==> src/rtl/wav_dfi_lp_ctrl_req.sv <==
`default_nettype none
// ============================================================================
// Module      : wav_dfi_lp_ctrl_req
// Description : MC-side DFI low-power control requester. Drives lp_ctrl_req
//               and lp_ctrl_wakeup toward the PHY, holds the command path idle
//               while a request is outstanding, abandons unanswered requests
//               after TLP_RESP cycles and flags PHY handshake violations.
// Revision    : 1.0 - initial release
// ============================================================================
module wav_dfi_lp_ctrl_req #(
  parameter int TLP_RESP    = 8,   // 1..255
  parameter int TACK_MAX    = 64,  // >= 1
  parameter int HOLDOFF_CYC = 2    // >= 1
) (
  input  logic       clock,
  input  logic       reset,
  input  logic       lp_start,
  input  logic       lp_exit,
  input  logic [5:0] lp_wakeup_code,
  input  logic       cmd_idle,
  input  logic       init_start,
  input  logic       lp_ctrl_ack,
  output logic       lp_ctrl_req,
  output logic [5:0] lp_ctrl_wakeup,
  output logic       cmd_block,
  output logic       lp_active,
  output logic       lp_timeout,
  output logic       protocol_err,
  output logic       busy
);

  // One shared counter serves REQ, EXIT and HOLDOFF; it is cleared on every
  // state change, so it only has to hold the largest of the three limits.
  localparam int c_CNT_MAX_I = (TLP_RESP > TACK_MAX) ?
                               ((TLP_RESP > HOLDOFF_CYC) ? TLP_RESP : HOLDOFF_CYC) :
                               ((TACK_MAX > HOLDOFF_CYC) ? TACK_MAX : HOLDOFF_CYC);
  localparam int c_CNT_W = $clog2(c_CNT_MAX_I + 1);

  localparam logic [c_CNT_W-1:0] c_CNT_MAX  = c_CNT_W'(c_CNT_MAX_I);
  localparam logic [c_CNT_W-1:0] c_TLP_LAST = c_CNT_W'(TLP_RESP - 1);
  localparam logic [c_CNT_W-1:0] c_ACK_LAST = c_CNT_W'(TACK_MAX - 1);
  localparam logic [c_CNT_W-1:0] c_HLD_LAST = c_CNT_W'(HOLDOFF_CYC - 1);

  typedef enum logic [2:0] {
    S_IDLE    = 3'd0,
    S_DRAIN   = 3'd1,
    S_REQ     = 3'd2,
    S_ACTIVE  = 3'd3,
    S_EXIT    = 3'd4,
    S_HOLDOFF = 3'd5
  } state_t;

  state_t               r_state;
  state_t               w_next;
  logic [c_CNT_W-1:0]   r_cnt;
  logic [c_CNT_W-1:0]   w_cnt_next;
  logic                 w_cnt_inc;
  logic                 w_accept;
  logic                 w_timeout;
  logic                 w_err_set;

  // Next-state decode; exit/init requests take priority over ack handling.
  always_comb begin
    w_next    = r_state;
    w_cnt_inc = 1'b0;
    w_accept  = 1'b0;
    w_timeout = 1'b0;
    w_err_set = 1'b0;
    case (r_state)
      S_IDLE: begin
        if (lp_start && !init_start) begin
          w_accept = 1'b1;
          w_next   = S_DRAIN;
        end
      end
      S_DRAIN: begin
        // init_start aborts a pending entry before any request is raised
        if (init_start)    w_next = S_HOLDOFF;
        else if (cmd_idle) w_next = S_REQ;
      end
      S_REQ: begin
        if (lp_exit || init_start) begin
          w_next = lp_ctrl_ack ? S_EXIT : S_HOLDOFF;
        end else if (lp_ctrl_ack) begin
          w_next = S_ACTIVE;
        end else if (r_cnt >= c_TLP_LAST) begin
          w_timeout = 1'b1;
          w_next    = S_HOLDOFF;
        end else begin
          w_cnt_inc = 1'b1;
        end
      end
      S_ACTIVE: begin
        if (lp_exit || init_start) begin
          w_next = S_EXIT;
        end else if (!lp_ctrl_ack) begin
          // PHY withdrew ack while the request was still held
          w_err_set = 1'b1;
          w_next    = S_HOLDOFF;
        end
      end
      S_EXIT: begin
        if (!lp_ctrl_ack) begin
          w_next = S_HOLDOFF;
        end else if (r_cnt >= c_ACK_LAST) begin
          w_err_set = 1'b1;
          w_next    = S_HOLDOFF;
        end else begin
          w_cnt_inc = 1'b1;
        end
      end
      S_HOLDOFF: begin
        if (r_cnt >= c_HLD_LAST) w_next = S_IDLE;
        else                     w_cnt_inc = 1'b1;
      end
      default: w_next = S_IDLE;
    endcase
  end

  // Counter clears on each transition and saturates instead of wrapping.
  always_comb begin
    w_cnt_next = r_cnt;
    if (w_next != r_state)
      w_cnt_next = '0;
    else if (w_cnt_inc && (r_cnt != c_CNT_MAX))
      w_cnt_next = r_cnt + c_CNT_W'(1);
  end

  // State, counter and outputs register together so outputs match the state.
  always_ff @(posedge clock or posedge reset) begin
    if (reset) begin
      r_state        <= S_IDLE;
      r_cnt          <= '0;
      lp_ctrl_req    <= 1'b0;
      lp_ctrl_wakeup <= 6'd0;
      cmd_block      <= 1'b0;
      lp_active      <= 1'b0;
      lp_timeout     <= 1'b0;
      protocol_err   <= 1'b0;
      busy           <= 1'b0;
    end else begin
      r_state      <= w_next;
      r_cnt        <= w_cnt_next;
      lp_ctrl_req  <= (w_next == S_REQ) || (w_next == S_ACTIVE);
      cmd_block    <= (w_next != S_IDLE);
      busy         <= (w_next != S_IDLE);
      lp_active    <= (w_next == S_ACTIVE);
      lp_timeout   <= w_timeout;
      protocol_err <= protocol_err | w_err_set;
      if (w_accept)
        lp_ctrl_wakeup <= lp_wakeup_code;
    end
  end

endmodule
`default_nettype wire

==> config.mk <==
export PLATFORM = sky130hd
export DESIGN_NAME = wav_dfi_lp_ctrl_req
export DESIGN_NICKNAME = d
export VERILOG_FILES = /design/src/rtl/wav_dfi_lp_ctrl_req.sv
export SDC_FILE = /design/constraint.sdc
export NUM_CORES = 1
export LEC_CHECK = 0
export BUFFER_PORTS_ARGS = -buffer_cell sky130_fd_sc_hd__buf_4
export CORE_UTILIZATION = 51
export CTS_BUF_LIST = sky130_fd_sc_hd__clkbuf_4 sky130_fd_sc_hd__clkbuf_8
export DETAILED_ROUTE_END_ITERATION = 12
export PLACE_DENSITY = 0.74
export SLEW_MARGIN = 20
export SYNTH_ARGS = -nofsm -noshare
export SYNTH_HDL_FRONTEND = slang
export SYNTH_SLANG_ARGS = --single-unit
==> constraint.sdc <==
create_clock -name clock -period 1.9 [get_ports clock]
set_input_delay 0.38 -clock clock [delete_from_list [all_inputs] [get_ports clock]]
set_output_delay 0.38 -clock clock [all_outputs]
set_load 0.02 [all_outputs]
## After elaboration in Yosys (flattened, before gate mapping)

Index checks and enable logic that the tools add are counted.

| operators by class | value |
|---|---|
| bitwise operators | 1 |
| order comparisons | 3 |
| multiplexer cells | 33 |
| add/subtract/negate cells | 1 |
| reduce and logical (&&, ||, !) cells | 8 |
| equal/unequal tests | 9 |

Operators with widths:

| operator | count |
|---|---|
| $mux W3 | 11 |
| $pmux W3 S6 | 1 |
| $mux W1 | 17 |
| $mux W7 | 2 |
| $eq A3 B2 Y1 const B | 4 |
| $add A7 B1 Y7 const B | 1 |
| $ge A7 B1 Y1 const B | 1 |
| $ge A7 B3 Y1 const B | 1 |
| $ge A7 B6 Y1 const B | 1 |
| $ne A7 B7 Y1 const B | 1 |
| $eq A3 B3 Y1 const B | 2 |
| $eq A3 B1 Y1 const B | 1 |
| $logic_not A3 Y1 | 1 |
| $ne A3 B3 Y1 | 1 |
| $pmux W1 S3 | 1 |
| $reduce_bool A3 Y1 | 1 |
| $logic_and A1 B1 Y1 | 2 |
| $logic_or A1 B1 Y1 | 2 |
| $pmux W1 S2 | 1 |
| $reduce_bool A2 Y1 | 1 |
| $logic_not A1 Y1 | 1 |
| $or A1 B1 Y1 | 1 |

| word-level totals | value |
|---|---|
| bits of input ports | 13 |
| word-level logic and storage cells | 63 |
| output and inout port bits | 12 |
| register bits | 21 |

## Depth between registers and ports, before layout

Gate-level depths: netlist of run 1.

| depth | value |
|---|---|
| word-level depth | 8 |
| gate-level depth with buffers | 7 |
| gate-level depth less buffers | 7 |

## Least setup slack after synthesis of run 1

No wires, ideal clock.

| path | value |
|---|---|
| path type | register -> register |
| start point | register r_cnt[0] |
| end point | register busy |
| path buffers | 0 |
| library setup time | 0.131 ns |
| path slack | -0.221 ns |
| arrival | 1.990 ns |
| cell stages (with the launch flop) | 7 |
| clock period less this slack | 2.121 ns |
| required time | 1.769 ns |
| cells stage by stage | dfrtp_1 > ha_1 > a21oi_1 > o211a_1 > o211ai_1 > a311o_1 > or3_1 |

| between the ends | value |
|---|---|
| word-level cells in the longest chain between the ends | 6 |
| elaborated cells on any way between the ends | 11 |
| classes of those cells | 3 x order compare; 7 x mux; 1 x reduce/logical |

Ends and longest elaborated chain:

| element | line | RTL |
|---|---|---|
| start: declaration | 55 | `logic [c_CNT_W-1:0] r_cnt;` |
| start signal: assignment | 143 | `r_cnt <= w_cnt_next;` |
| $ge A7 B3 Y1 | 86 | `end else if (r_cnt >= c_TLP_LAST) begin` |
| $mux W3 | 86 |  |
| $mux W3 | 84 | `end else if (lp_ctrl_ack) begin` |
| $mux W3 | 82 | `if (lp_exit \|\| init_start) begin` |
| $pmux W3 S6 * | 69 | `case (r_state)` |
| net w_next[0] | 54 | `state_t w_next;` |
| $reduce_bool A3 Y1 * | 146 | `busy <= (w_next != S_IDLE);` |
| end signal: assignment | 146 |  |
| end: declaration | 29 | `output logic busy` |

Mark *: on every way through the listed nets, which the timed path passes. The rest lies on a longest branch.
A chain may end at the register's enable or synchronous reset.

## Worst setup path in the final report of run 1

| path | value |
|---|---|
| start point | register r_cnt[1] |
| end point | register busy |

The elaborated chain is that of the path after synthesis.

==> results of run 1 <==
path summary, 6_finish.rpt:
| path | end | slack (ns) | cells after the start |
|---|---|---|---|
| hold reg to reg | protocol_err | 0.49 | 2 |
| max in group asynchronous | r_state[0] | 1.60 | 3 |
| setup / recovery | busy | -0.05 | 6 |
| min in group clock | lp_ctrl_wakeup[4] | 0.28 | 2 |
| setup reg to reg | busy | -0.05 | 6 |
| hold / removal | r_cnt[0] | 0.08 | 3 |
cell usage in the layout (no fill, tap or decap), drive strengths merged, types with 2 or more instances in the layout:
| cell | n |
|---|---|
| nor3 | 7 |
| a211oi | 4 |
| nor4 | 2 |
| clkbuf | 3 |
| clkinv | 2 |
| nor2 | 7 |
| o2111ai | 3 |
| o21ai | 5 |
| nand2b | 2 |
| nand2 | 8 |
| a31oi | 2 |
| mux2 | 6 |
| a21o | 5 |
| ha | 3 |
| nand3 | 10 |
| nor2b | 3 |
| and2b | 3 |
| dfrtp | 21 |
| o211ai | 4 |
| xnor2 | 2 |
| a21oi | 3 |
| inv | 4 |
| buf | 53 |
| a21boi | 4 |
| nor3b | 3 |
| o211a | 2 |
stage by stage:
step / std cells / setup WS [ns] / power (mW) / hold slack (ns)
2_1_floorplan: 134 / -0.0192 / 1.40 / 0.356
5_1_grt: 215 / -0.115 / 2.40 / 0.0994
4_1_cts: 210 / -0.0241 / 2.11 / 0.0839
6_report: 215 / -0.0522 / 2.26 / 0.0786
3_3_place_gp: 205 / -0.0594 / 1.79 / 0.421
3_5_place_dp: 205 / -0.125 / 1.84 / 0.437
final cells by class:
cell class                      count  share of cell area, %
Clock buffer                        3                   1.20
Clock inverter                      1                  0.267
Inverter                            5                   1.00
Multi-Input combinational cell    102                   45.3
Sequential cell                    21                   28.6
Tap cell                           30                   2.00
Timing Repair Buffer               53                   21.6
state kept, by name, indices dropped and copies added (netlist names):
register        flops
lp_ctrl_wakeup      6
busy                1
r_state             3
r_cnt               7
protocol_err        1
lp_ctrl_req         1
lp_active           1
lp_timeout          1
synth_stat cells (all sizes together) (2+ instances only):
cell	n	area, um^2
nand2	8	30.0
o211ai	4	30.0
ha	3	37.5
nand2b	2	12.5
a21oi	3	15.0
a211oi	4	30.0
xnor2	2	17.5
a31oi	2	12.5
nor2b	3	18.8
a21o	5	37.5
nor3	7	40.0
dfrtp	21	526
o211a	2	20.0
nor2	7	26.3
a21boi	4	30.0
mux2	6	67.6
inv	4	15.0
clkbuf	3	13.8
nor3b	3	22.5
nand3	10	50.1
buf	3	26.3
o2111ai	3	32.5
nor4	2	27.5
and2b	3	25.0
o21ai	5	25.0
logic make-up (layout without fill, tap and decap cells):
family	count (synthesis)	in the layout	synth area share (%)
compound gates	38	38	21.9
xor+xnor	2	2	1.34
fa+ha+maj	3	3	2.87
buf+inv	11	62	4.49
flops	21	21	40.1
mux	7	7	5.92
simple gates	52	52	23.4
power by group through the flow:
stage	combinational, mW	sequential [mW]	clock (mW)
final	1.33	0.691	0.231
after floorplan	0.657	0.745	0
after global routing	1.44	0.705	0.254
after detailed placement	1.15	0.685	0
after CTS	1.20	0.677	0.233
after global placement	1.11	0.676	0
repair_timing:
action | 4_1_cts | 5_1_grt
cloned | 0 | 0
resized for setup | 7 | 23
setup buffers | 1 | 5
hold buffers | 0 | 0
pin swaps | 2 | 12
setup endpoints to repair | 9 | 10
layer usage:
metal / part of all wire (%) / track usage (%)
met5: 0 / 0
met4: 2.1 / 10.5
met2: 52 / 46.0
met3: 5.7 / 4.93
met1: 40 / 37.8
critical path, stage by stage (launching register included):
cell and delay [ns]:
dfrtp_2 0.47, ha_4 0.18, a21oi_4 0.20, o211a_1 0.19, o211ai_1 0.13, a311o_1 0.33
or3_1 0.34
==> impl_metrics.json, run 1 <==
{
  "status": "finished, violations left",
  "violations": "negative setup slack",
  "grt_setup_unrepaired": "yes",
  "multi_input_area_um2": 850,
  "clkPwrFrac_pct": 10.2,
  "cp.required_ns": 2.11,
  "netlist_instances": 134,
  "cp.arrival_ns": 2.17,
  "fillers": 160,
  "power_leakage_nw": 0.832,
  "synth_flop_cell": "dfrtp_1",
  "num_rows": 18,
  "regArea_um2": 536,
  "critical_path_class": "reg2reg",
  "wirelength_um": 3730,
  "die_height_um": 52.7,
  "core_um2": 2450,
  "crit_path_start_kind": "flop",
  "wl_per_cell_um": 17.3,
  "final_cell_area_um2": 1870,
  "maxCapViolCount": 0,
  "fin_util_pct": 76.4,
  "ctsLongestPathBuffers": 2,
  "path_clk_slew_ns": 0.13,
  "async_flop_share_pct": 100,
  "p_int_mw": 1.27,
  "grt_first_pass_wirelength_um": 5660,
  "placed_area_um2": 1690,
  "antenna_found_initial": 0,
  "yosysWarnings": 0,
  "drt_pre_antenna_iters": 4,
  "chipWidth_um": 52.7,
  "switching_share_pct": 43.7,
  "overflow": 0,
  "drt_iter0_drc": 38,
  "p_comb_share_pct": 59.2,
  "crit_start": "r_cnt[1]",
  "n_antenna_cell": 0,
  "vias": 1327,
  "syn_area_um2": 1310,
  "p_sw_mw": 0.985,
  "cts.sinks": 21,
  "slew_violations": 0,
  "worst_slack_ns": -0.0522,
  "power_density_nw_per_um2": 1200,
  "hpwl_um": 2650,
  "hp-class": "in2async",
  "fmax_ghz": 0.512,
  "die_area_um2": 2780,
  "end_kind": "flop",
  "drc": 0,
  "skew_ns": 0.00291,
  "syn_nets": 150,
  "portBuffers": 24,
  "drtAntennaViolNets": 0,
  "clk_latency_ns": 0.32,
  "reg2reg_from": "r_cnt[1]",
  "fin_tns_setup_ns": -0.0540,
  "vias_per_cell": 6.17,
  "track_usage_pct": 28.5,
  "synth-seq-area-share_pct": 40.1,
  "fin_crit_sh_pct": 103,
  "final_hold_viol_count": 0,
  "post-route-min-period_ns": 1.95,
  "tightest_slew_ns": 0.465,
  "irDropWorstVdd_v": 0.00115,
  "grt_max_degree": 22,
  "cts_htree_levels": 1,
  "syn_avg_cell_area_um2": 9.78,
  "nets": 202,
  "start_util_pct": 53.4,
  "cp_max_fo": 6,
  "place_congestion": 0.981,
  "synth_edf_count": 0,
  "cts-root-buf": "clkbuf_4",
  "grt_pass1_vias": 1198,
  "setup_viol": 2,
  "p_seq_share_pct": 30.6,
  "synth-seq-cells": 21,
  "cts_tree": "built",
  "area_growth_pct": 43.1,
  "numCtsBuffers": 3,
  "io_pins": 25,
  "drive_above_1_share_pct": 50.3,
  "max_slew_margin_pct": 68.8,
  "synth_cell_type_count": 46
}
Power figures use the tool's default switching activity.
==> inputs of run 2 (changes only) <==
--- a/config.mk
+++ b/config.mk
@@ -5,11 +5,13 @@
 export SDC_FILE = /design/constraint.sdc
 export NUM_CORES = 1
 export LEC_CHECK = 0
+export ABC_AREA = 1
 export BUFFER_PORTS_ARGS = -buffer_cell sky130_fd_sc_hd__buf_4
+export CORE_MARGIN = 2
 export CORE_UTILIZATION = 51
 export CTS_BUF_LIST = sky130_fd_sc_hd__clkbuf_4 sky130_fd_sc_hd__clkbuf_8
 export DETAILED_ROUTE_END_ITERATION = 12
-export PLACE_DENSITY = 0.74
+export PLACE_DENSITY = 0.75
 export SLEW_MARGIN = 20
 export SYNTH_ARGS = -nofsm -noshare
 export SYNTH_HDL_FRONTEND = slang
==> impl_metrics.json, run 2 <==
{
  "hp-class": "in2async",
  "vias_per_cell": 5.05,
  "clk_latency_ns": 0.30,
  "synth_top_area_share_pct": 41.8,
  "place_inst": 214,
  "cp.arrival_ns": 1.96,
  "n_antenna_cell": 0,
  "die_area_um2": 2880,
  "fin_tns_setup_ns": 0,
  "status": "complete, no violations",
  "largest-register": "r_cnt",
  "grt_first_pass_wirelength_um": 4260,
  "synth_flop_cell": "dfrtp_1",
  "core_um2": 2280,
  "crit_top_cell": "nand2_1",
  "slowest_stage": "dfrtp_1",
  "fillers": 203,
  "power_leakage_nw": 0.820,
  "cts.sinks": 21,
  "drt_iter0_drc": 23,
  "wirelength_um": 2590,
  "p_int_mw": 1.07,
  "syn_nets": 180,
  "cp_max_fo": 9,
  "cts-root-buf": "clkbuf_4",
  "p_comb_share_pct": 55.6,
  "tightest_slew_ns": 0.539,
  "final_common_cell": "nand2_1",
  "power_density_nw_per_um2": 1330,
  "vias": 1110,
  "num_rows": 17,
  "grt_pass1_vias": 991,
  "place_congestion": 0.841,
  "async_flop_share_pct": 100,
  "fin_util_pct": 65.8,
  "synth_top_area_cell": "dfrtp_1",
  "die_height_um": 53.7,
  "wl_per_cell_um": 11.8,
  "synth_common_cells": "nand2_1 (50), inv_1 (22), dfrtp_1 (21)",
  "drc": 0,
  "drt_pre_antenna_iters": 4,
  "critical_path_class": "reg2reg",
  "track_usage_pct": 20.1,
  "numCtsBuffers": 3,
  "setup_viol": 0,
  "cp_cell_sequence": "ha_1 > nand2_1 > nand2_1 > nor2_4 > nand2_2 > o211ai_4 > nand4_1 > nand2_1 > nor2_2",
  "netlist_instances": 164,
  "final_cells": 220,
  "cpPeakStageDelay_ns": 0.43,
  "start_util_pct": 55.3,
  "crit_path_start_kind": "flop",
  "overflow": 0,
  "switching_share_pct": 46.6,
  "max_slew_margin_pct": 63.8,
  "cp.required_ns": 2.10,
  "slew_violations": 0,
  "synth-seq-cells": 21,
  "post-route-min-period_ns": 1.76,
  "syn_area_um2": 1260,
  "fin_crit_sh_pct": 92.7,
  "chipWidth_um": 53.7,
  "final_hold_viol_count": 0,
  "cts_tree": "built",
  "largest_register_ffs": 7,
  "worst_hold_slack_ns": 0.0914,
  "regArea_um2": 526,
  "skew_ns": 0.00598,
  "top_regs": "r_cnt (7), lp_ctrl_wakeup (6), r_state (3)",
  "grt_max_degree": 22,
  "syn_avg_cell_area_um2": 7.67,
  "hold_buffers": 0,
  "multi_input_area_um2": 612,
  "antenna_found_initial": 0,
  "path_clk_slew_ns": 0.12,
  "synth-seq-area-share_pct": 41.8,
  "ctsLongestPathBuffers": 2,
  "hpwl_um": 2010,
  "cts_setup_buffers": 0,
  "crit_family": "simple AND/OR/NAND/NOR gates",
  "yosysWarnings": 0,
  "ctsResizeCount": 0,
  "p_seq_share_pct": 33.9,
  "drtAntennaViolNets": 0,
  "synth_top_cells_by_area": "dfrtp_1 (42%), nand2_1 (15%), inv_1 (6.6%)",
  "portBuffers": 24,
  "area_growth_pct": 19.0,
  "grt_setup_unrepaired": "yes",
  "io_pins": 25,
  "end_kind": "flop",
  "maxCapViolCount": 0,
  "p_sw_mw": 0.929,
  "synth_edf_count": 0,
  "clkPwrFrac_pct": 10.5,
  "cts_htree_levels": 1,
  "nets": 209,
  "fmax_ghz": 0.568,
  "yosysMostFrequentCell": "nand2_1",
  "path_buf_inv": 0,
  "irDropWorstVdd_v": 0.000840,
  "drive_above_1_share_pct": 28.6,
  "layout_common_cells": "nand2_1 (50), buf_4 (27), inv_1 (22)",
  "synth_cell_type_count": 24
}
## run 2: changes by cell type in the layout (fill, tap and decap cells not counted), sizes merged, moves of 5 or more
cell	before	now
nand2	8	57
nor3	7	1
buf	53	27
inv	4	25
a21o	5	0
mux2	6	0
nor2	7	24
nand4	1	6
## run 2: metal layers
metal	share of wire [%]	GRT usage (%)	wire, um
met5	0	0	0
met4	0.62	6.41	16
met3	4.0	2.50	103
met2	49	33.5	1260
met1	47	27.2	1210
## run 2: power by group through the flow
stage	Clock, mW	Combinational, mW	Sequential [mW]
floorplan	0	0.739	0.764
global placement	0	1.07	0.680
detailed placement	0	1.09	0.684
CTS	0.217	1.10	0.677
global route	0.245	1.23	0.690
finish	0.209	1.11	0.676
## run 2: worst reg2reg max path, cell delays in order (launching register included)
cell	delay, ns
dfrtp_1	0.43
ha_1	0.22
nand2_1	0.08
nand2_1	0.10
nor2_4	0.14
nand2_2	0.09
o211ai_4	0.29
nand4_1	0.15
nand2_1	0.13
nor2_2	0.04
## run 2: cell type report
type | count | share of cell area [%]
well taps | 28 | 2.34
repair buffers | 27 | 13.5
inverters | 25 | 6.27
clock buffers | 3 | 1.51
flip-flops and latches | 21 | 35.1
multi-input cells | 115 | 40.9
clock inverters | 1 | 0.334
## run 2: cells by family after synthesis
kind of cell | count (synthesis) | synth area share, %
adders and majority gates | 3 | 2.99
AOI/OAI and AO/OA | 8 | 5.17
buffers and inverters | 28 | 9.55
DFF | 21 | 41.8
xor gates and xnor gates | 1 | 0.697
and+or+nand+nor | 103 | 39.8
## run 2: final timing paths
| path | startpoint | endpoint | slack, ns | cells after the start |
|---|---|---|---|---|
| hold reg to reg | protocol_err | protocol_err | 0.49 | 1 |
| setup reg to reg | r_cnt[0] | r_cnt[4] | 0.14 | 9 |
| hold / removal | reset | lp_ctrl_wakeup[5] | 0.09 | 3 |
| min in group clock | lp_wakeup_code[0] | lp_ctrl_wakeup[0] | 0.27 | 3 |
| max in group asynchronous | reset | r_cnt[0] | 1.59 | 3 |
| setup / recovery | r_cnt[0] | r_cnt[4] | 0.14 | 9 |
## run 2: metrics by stage
stage,cell area [um^2],power [mW],worst slack [ns]
after global placement,1450,1.75,0.217
after floorplan,1260,1.50,0.335
after detailed placement,1450,1.78,0.170
final,1500,1.99,0.139
after global routing,1500,2.16,0.000664
after CTS,1480,1.99,0.136
==> inputs of run 3 (changes only) <==
--- a/config.mk
+++ b/config.mk
@@ -7,11 +7,12 @@
 export LEC_CHECK = 0
 export ABC_AREA = 1
 export BUFFER_PORTS_ARGS = -buffer_cell sky130_fd_sc_hd__buf_4
+export CORE_ASPECT_RATIO = 1.25
 export CORE_MARGIN = 2
-export CORE_UTILIZATION = 51
+export CORE_UTILIZATION = 48
 export CTS_BUF_LIST = sky130_fd_sc_hd__clkbuf_4 sky130_fd_sc_hd__clkbuf_8
 export DETAILED_ROUTE_END_ITERATION = 12
-export PLACE_DENSITY = 0.75
+export PLACE_DENSITY = 0.71
 export SLEW_MARGIN = 20
 export SYNTH_ARGS = -nofsm -noshare
 export SYNTH_HDL_FRONTEND = slang
==> impl_metrics.json, run 3 (synthesis gave the netlist of run 2 again) <==
{
  "area_growth_pct": 20.9,
  "final_common_cell": "nand2_1",
  "cpPeakStageDelay_ns": 0.39,
  "num_rows": 20,
  "multi_input_area_um2": 634,
  "antenna_found_initial": 0,
  "track_usage_pct": 18.9,
  "grt_first_pass_wirelength_um": 4340,
  "top_regs": "r_cnt (7), lp_ctrl_wakeup (6), r_state (3)",
  "place_congestion": 0.870,
  "power_leakage_nw": 0.818,
  "cts-root-buf": "clkbuf_4",
  "grt_max_degree": 22,
  "largest-register": "r_cnt",
  "layout_common_cells": "nand2_1 (49), buf_4 (26), inv_1 (22)",
  "skew_ns": 0.00477,
  "p_int_mw": 1.11,
  "cts_tree": "built",
  "pre_cts_slack_ns": 0.120,
  "cp_cell_sequence": "inv_1 > ha_1 > nor2_1 > nand3_1 > nor2_1 > nand2_1 > nand4_1 > nand2_1 > nand2_2 > nand2_4 > nor2_1",
  "drt_pre_antenna_iters": 4,
  "critical_path_class": "reg2reg",
  "irDropWorstVdd_v": 0.000782,
  "cp_max_fo": 6,
  "start_util_pct": 51.3,
  "worst_slack_ns": 0.0751,
  "fillers": 240,
  "p_seq_share_pct": 32.8,
  "slowest_stage": "dfrtp_1",
  "hp-class": "in2async",
  "fmax_ghz": 0.548,
  "io_pins": 25,
  "cts_htree_levels": 1,
  "power_density_nw_per_um2": 1360,
  "p_sw_mw": 0.962,
  "die_height_um": 61.2,
  "die_area_um2": 3050,
  "final_hold_viol_count": 0,
  "portBuffers": 24,
  "fin_crit_sh_pct": 96.0,
  "path_buf_inv": 1,
  "numCtsBuffers": 3,
  "largest_register_ffs": 7,
  "cp.depth": 11,
  "wirelength_um": 2700,
  "drtAntennaViolNets": 0,
  "cts.sinks": 21,
  "slew_violations": 0,
  "hpwl_um": 2000,
  "post-route-min-period_ns": 1.82,
  "nets": 209,
  "end_kind": "flop",
  "path_clk_slew_ns": 0.11,
  "ctsLongestPathBuffers": 2,
  "chipWidth_um": 49.8,
  "setup_viol": 0,
  "maxCapViolCount": 0,
  "overflow": 0,
  "grt_pass1_vias": 1044,
  "crit_path_start_kind": "flop",
  "max_slew_margin_pct": 65.4,
  "drc": 0,
  "wl_per_cell_um": 12.0,
  "cp.arrival_ns": 2.07,
  "drt_iter0_drc": 34,
  "clk_latency_ns": 0.31,
  "crit_top_cell": "nor2_1",
  "clkPwrFrac_pct": 11.0,
  "drive_above_1_share_pct": 29.7,
  "reg2reg_depth": 11,
  "n_antenna_cell": 0,
  "worst_hold_slack_ns": 0.0823,
  "regArea_um2": 526,
  "crit_family": "simple AND/OR/NAND/NOR gates",
  "switching_share_pct": 46.5,
  "core_um2": 2450,
  "status": "complete, no violations",
  "vias": 1105,
  "cp.required_ns": 2.15,
  "p_comb_share_pct": 56.1,
  "vias_per_cell": 4.91,
  "tightest_slew_ns": 0.516
}
run 3: path summary, 6_finish.rpt:
check / start / to / slack (ns)
setup / recovery: r_cnt[1] / r_cnt[0] / 0.08
hold / removal: reset / r_cnt[6] / 0.08
setup reg to reg: r_cnt[1] / r_cnt[0] / 0.08
hold reg to reg: lp_ctrl_wakeup[3] / lp_ctrl_wakeup[3] / 0.49
max in group asynchronous: reset / lp_ctrl_wakeup[2] / 1.61
min in group clock: lp_wakeup_code[0] / lp_ctrl_wakeup[0] / 0.26
run 3: tightest hold or removal path, delay by kind of cell:
family | cells | cell delay (ns)
buf+inv | 3 | 0.41
run 3: power groups by stage:
stage / Sequential, mW / Combinational [mW] / Clock [mW]
after floorplan: 0.764 / 0.739 / 0
final: 0.679 / 1.16 / 0.228
after detailed placement: 0.683 / 1.09 / 0
after global routing: 0.699 / 1.27 / 0.245
after CTS: 0.677 / 1.10 / 0.238
after global placement: 0.684 / 1.07 / 0
run 3: layer usage:
layer	part of all wire (%)	global-route usage (%)	vias up
met5	0	0	-
met2	52	35.6	27
met4	2.4	11.9	0
met3	2.9	1.46	5
li1	-	-	570
met1	43	21.0	503
run 3: cell type report:
class / instances / share of cell area, %
timing repair buffer: 26 / 12.8
clock buffer: 4 / 1.98
multi-input combinational: 116 / 41.7
tap: 33 / 2.72
sequential: 21 / 34.6
inverter: 25 / 6.17
run 3: per-stage QoR:
step                power (mW)  utilization (%)  cell area (um^2)  instances  TNS [ns]
global placement          1.76             59.5              1460        219         0
detailed placement        1.78             59.5              1460        219         0
global route              2.22             62.0              1520        225    -0.106
CTS                       2.01             60.8              1490        223         0
floorplan                 1.50                -              1260        164         0
finish                    2.07             62.0              1520        225         0
run 3: timing repair:
item / CTS / global route
resized for setup: 0 / 3
setup endpoints to repair: 0 / 7
hold buffers: 0 / 0
setup buffers: 0 / 1
